$ cat src/rtl/hilo_unit_pkg.sv
// Shared execute-stage definitions: ALU op codes plus the HI/LO unit's
// state encoding and register-select constants.
package hilo_unit_pkg;

  typedef enum logic [3:0] {
    ALU_ADD  = 4'd0,
    ALU_SUB  = 4'd1,
    ALU_AND  = 4'd2,
    ALU_OR   = 4'd3,
    ALU_XOR  = 4'd4,
    ALU_NOR  = 4'd5,
    ALU_SLT  = 4'd6,
    ALU_SLTU = 4'd7,
    ALU_SLL  = 4'd8,
    ALU_SRL  = 4'd9,
    ALU_SRA  = 4'd10,
    ALU_LUI  = 4'd11
  } alu_op_e;

  localparam int HILO_DATA_W = 32;

  // HI/LO unit FSM encoding
  localparam logic [1:0] HILO_ST_IDLE     = 2'd0;
  localparam logic [1:0] HILO_ST_WAIT_MUL = 2'd1;
  localparam logic [1:0] HILO_ST_WAIT_DIV = 2'd2;

  localparam logic HILO_SEL_HI = 1'b0;
  localparam logic HILO_SEL_LO = 1'b1;

endpackage

$ cat src/rtl/hilo_unit_watchdog.sv
// Wait-state watchdog: counts cycles spent waiting for a mul/div result and
// flags when the budget is exhausted.
module hilo_watchdog #(
  parameter int TIMEOUT = 15,
  parameter int CNT_W   = 4
) (
  input  logic             clk,
  input  logic             reset,
  input  logic             clear,
  input  logic             start,
  input  logic             run,
  output logic [CNT_W-1:0] cnt,
  output logic             expire
);

  always_ff @(posedge clk) begin
    if (reset || clear || start) cnt <= '0;
    else if (run)                cnt <= cnt + 1'b1;
  end

  assign expire = (cnt == CNT_W'(TIMEOUT));

endmodule

$ cat src/rtl/hilo_unit.sv
// Architectural HI/LO registers: commits the single outstanding mul/div result,
// services MTHI/MTLO and MFHI/MFLO with commit-cycle bypass and pending stall.
module hilo_unit
  import hilo_unit_pkg::*;
#(
  parameter int DATA_W  = HILO_DATA_W,
  parameter int TIMEOUT = 15,
  parameter int CNT_W   = 4
) (
  input  logic              clk,
  input  logic              reset,
  input  logic              flush,
  input  logic              issue_valid,
  input  logic              issue_is_div,
  output logic              issue_ready,
  input  logic              mul_done,
  input  logic [DATA_W-1:0] mul_hi,
  input  logic [DATA_W-1:0] mul_lo,
  input  logic              div_done,
  input  logic [DATA_W-1:0] div_hi,
  input  logic [DATA_W-1:0] div_lo,
  input  logic              mt_valid,
  input  logic              mt_sel,
  input  logic [DATA_W-1:0] mt_data,
  output logic              mt_stall,
  input  logic              mf_req,
  input  logic              mf_sel,
  output logic [DATA_W-1:0] mf_data,
  output logic              mf_stall,
  output logic [DATA_W-1:0] hi,
  output logic [DATA_W-1:0] lo,
  output logic              busy,
  output logic              timeout_err
);

  typedef struct packed {
    logic [DATA_W-1:0] hi;
    logic [DATA_W-1:0] lo;
  } hilo_pair_t;

  logic [1:0]       state;
  logic [CNT_W-1:0] cnt;
  logic             expire;
  logic             in_wait, mul_hit, div_hit, hit, abort;
  hilo_pair_t       res;

  assign in_wait = (state != HILO_ST_IDLE);
  assign mul_hit = (state == HILO_ST_WAIT_MUL) && mul_done;
  assign div_hit = (state == HILO_ST_WAIT_DIV) && div_done;
  assign hit     = mul_hit || div_hit;
  assign abort   = in_wait && !hit && expire;
  assign res     = mul_hit ? '{hi: mul_hi, lo: mul_lo} : '{hi: div_hi, lo: div_lo};

  hilo_watchdog #(
    .TIMEOUT (TIMEOUT),
    .CNT_W   (CNT_W)
  ) u_wdog (
    .clk    (clk),
    .reset  (reset),
    .clear  (flush),
    .start  (!in_wait && issue_valid),
    .run    (in_wait && !hit && !expire),
    .cnt    (cnt),
    .expire (expire)
  );

  always_ff @(posedge clk) begin
    if (reset) begin
      state       <= HILO_ST_IDLE;
      hi          <= '0;
      lo          <= '0;
      timeout_err <= 1'b0;
    end else if (flush) begin
      // a done arriving alongside flush belongs to the squashed op
      state       <= HILO_ST_IDLE;
      timeout_err <= 1'b0;
    end else begin
      timeout_err <= abort;
      if (!in_wait) begin
        // MT is older than a same-cycle issue, so both take effect
        if (mt_valid) begin
          if (mt_sel == HILO_SEL_LO) lo <= mt_data;
          else                       hi <= mt_data;
        end
        if (issue_valid)
          state <= issue_is_div ? HILO_ST_WAIT_DIV : HILO_ST_WAIT_MUL;
      end else if (hit) begin
        hi    <= res.hi;
        lo    <= res.lo;
        state <= HILO_ST_IDLE;
      end else if (expire) begin
        state <= HILO_ST_IDLE;
      end
    end
  end

  assign busy        = in_wait;
  assign issue_ready = !in_wait;
  assign mt_stall    = mt_valid && in_wait;

  always_comb begin
    mf_data  = (mf_sel == HILO_SEL_LO) ? lo : hi;
    mf_stall = 1'b0;
    if (hit)
      mf_data = (mf_sel == HILO_SEL_LO) ? res.lo : res.hi;
    else if (in_wait)
      mf_stall = mf_req;
  end

  ap_issue_when_ready: assert property (@(posedge clk) disable iff (reset)
    !(issue_valid && !issue_ready))
    else $error("issue_valid while hilo_unit busy");

endmodule
$ cat config.mk
export PLATFORM = sky130hd
export DESIGN_NAME = hilo_unit
export DESIGN_NICKNAME = d
export VERILOG_FILES = /design/src/rtl/hilo_unit_pkg.sv /design/src/rtl/hilo_unit_watchdog.sv /design/src/rtl/hilo_unit.sv
export SDC_FILE = /design/constraint.sdc
export NUM_CORES = 1
export LEC_CHECK = 0
export BUFFER_PORTS_ARGS = -buffer_cell sky130_fd_sc_hd__buf_2
export CAP_MARGIN = 20
export CORE_ASPECT_RATIO = 0.7
export CORE_UTILIZATION = 39
export DETAILED_ROUTE_END_ITERATION = 6
export PLACE_DENSITY_LB_ADDON = 0.15
export SYNTH_ARGS = -nofsm -noshare
export SYNTH_HDL_FRONTEND = slang
export SYNTH_HIERARCHICAL = 1
export SYNTH_SLANG_ARGS = --single-unit
$ cat constraint.sdc
create_clock -name clk -period 7.52 [get_ports clk]
set_input_delay 2.256 -clock clk [delete_from_list [all_inputs] [get_ports clk]]
set_output_delay 2.256 -clock clk [all_outputs]
set_load 0.02 [all_outputs]
==> flow_summary.ini <==
[finish]
drive_above_1_share_pct = 43.1
final_common_cell = buf_2
final_cells = 974
stdcell_area_um2 = 7000
final_util_pct = 52.7
syn2layout_area_growth_pct = 31.1
final_cell_mix = 270 x buf_2, 97 x mux2i_1, 96 x nand2_1, 69 x dfxtp_1
n_antenna_cell = 0
fin_nets = 958

[logic_synthesis]
synthTopCellsByArea = dfxtp_1 27%, mux2i_1 18%, mux4_2 14%
avgSynthCellArea_um2 = 9.51
synthCells = 561
synth_top_area_cell = dfxtp_1
ys_seq_elements = 71
synth_cell_types = 38
yosysSeqAreaShare_pct = 26.6
synth_top_cell_area_share_pct = 26.6
synth_nets = 733
syn_area_um2 = 5340
ys_warn_count = 6

[floorplanning]
coreArea_um2 = 13300
start_util_pct = 40.2
die_y_um = 99.9
io_pins = 272
die-width_um = 142
core.rowCount = 35
die_area_um2 = 14200

[sta]
max-slew-margin-rel_pct = 27.1
finalSetupViolations = 0
fin_skew_ns = 0.00783
setup_tns_ns = 0
max_freq_mhz = 162
worst_pin_slew_ns = 1.09
post-route-period-util_pct = 82.1
maxSlewViolCount = 0
rsz0062_at_grt = false
hold_viol = 0
post-route-min-period_ns = 6.18

[clocking]
cts.clk_slew.worst_paths_ns = 0.05
cts.path.max_buffers = 2
cts.hold.buffers_added = 0
worstSkewPairLatency_ns = 0.32
cts_buffers = 9
cts_tree = yes
cts_resized = 0
cts_root_buf = clkbuf_16
clock-sinks = 71
post_cts_buffers = 0
htree_levels = 3

[setup_path]
critical-path-max-stage-delay_ns = 0.60
worstSetupEndpointType = output port
worst-path-buf-inv = 3
r2r_cells = 5
crit_family = buffers and inverters
worstSetupPathType = in -> out
cp_max_fo = 45
r2r_slack_ns = 4.45
critPathSlowestCell = buf_4
worst_ep_required_time_ns = 5.26
crit_chain = buf_4 -> buf_4 -> mux4_2 -> nand2_1 -> o21ai_0 -> buf_2
r2r_start = state[0]$_SDFFE_PP0P_
r2r-end = lo[1]$_SDFFE_PP0P_
cp_data_arrival_time_ns = 3.92
path_common_cell = buf_4
start_kind = primary input

[power]
p_per_area_nw_per_um2 = 155
leakage_nw = 3.38
vdd_drop_max_uv = 91.7

[global_route]
grt_usage_pct = 25.5
grt_remaining_overflow = 0
grt_pass1_vias = 5651
grt_pass1_wl_um = 28800
grt_max_degree = 69
antenna_found_initial = 1

[detailed_routing]
vias = 5752
ant_nets = 0
drcViolationCount = 0
wire_per_inst_um = 18.7
drtIter0Drc = 365
firstDrtPassIters = 5
routed_wirelength_um = 18200
via_per_inst = 5.91

[worst_hold_path]
hold_class = reg -> reg
hold_end = hi[5]$_SDFFE_PP0P_
whs_path_depth = 2
worstHoldStart = hi[5]$_SDFFE_PP0P_

[placed_design]
port_buffers = 271
gp_congestion = 0.850
dpl.hpwl_um = 13200
place_inst = 960
placed_area_um2 = 6730

[run]
maxCapViolations = 0

[status]
status = finished clean
## routing by layer
layer	up-vias	track usage, %	share of wire [%]	routed length (µm)
met5	-	0	0.093	17
met4	2	6.37	1.1	200
met3	20	5.10	7.6	1390
met2	303	43.5	48	8720
met1	2765	33.2	43	7890
li1	2662	-	-	-
## through the flow
| stage | setup slack, ns | hold slack [ns] | power, mW |
|---|---|---|---|
| global placement | 1.39 | 0.464 | 0.702 |
| CTS | 1.35 | 0.477 | 1.10 |
| global route | 1.22 | 0.497 | 1.14 |
| detailed placement | 1.35 | 0.469 | 0.707 |
| finish | 1.34 | 0.476 | 1.08 |
| floorplan | 1.64 | 0.487 | 0.593 |
## logic make-up after synthesis
logic type	Yosys count	share of synthesized area [%]
AOI/OAI and AO/OA	166	25.0
muxes	132	32.3
and+or+nand+nor	119	9.71
buffers and inverters	71	5.95
DFF	71	26.6
xor gates and xnor gates	1	0.164
adders and majority gates	1	0.234
## registers in the layout, summed over array words and instances, names as in the netlist
name and count:
state 2, hi 32, lo 32, u_wdog/cnt 4
timeout_err 1
## worst max path at each step
stage               cells after the start   start          end  slack, ns
floorplan                               6  mf_sel  mf_data[10]       1.64
global placement                        6  mf_sel  mf_data[31]       1.39
detailed placement                      6  mf_sel  mf_data[31]       1.35
CTS                                     6  mf_sel  mf_data[31]       1.35
global route                            6  mf_sel   mf_data[9]       1.22
finish                                  6  mf_sel  mf_data[10]       1.34
## area by class of cell
cell class              instances  area (µm²)
inverters                       4        16.3
multi-input cells             419        3610
fillers                      1241        6270
repair buffers                281        1450
clock buffers                  13         260
clock inverters                 1        5.00
well taps                     185         231
flip-flops and latches         71        1420
## worst register-to-register path, cell delays in order, from the launching register on
cell	delay, ns
dfxtp_2	0.83
buf_4	0.53
mux2i_1	0.16
o21a_1	0.19
or3_2	0.92
mux2i_1	0.27
## where the power goes
part	total [mW]	switching (mW)	leakage, nW	internal [mW]
logic	0.289	0.154	2.67	0.134
clock network	0.383	0.146	0.132	0.237
registers	0.412	0.0181	0.578	0.394
## cells in the mapped netlist (all sizes together)
library cell	number
nand2	98
mux2i	97
dfxtp	71
o221ai	64
o22a	64
clkbuf	45
mux4	32
o21ai	31
buf	22
inv	4
nor2	4
nor3	4
mux2	3
nand3b	3
a21oi	2
a32oi	2
or3	2
a211o	1
a21bo	1
and2	1
and3	1
and4bb	1
ha	1
nand4	1
nor2b	1
nor3b	1
nor4	1
nor4b	1
o21a	1
xnor2	1
Power figures use the tool's default switching activity.
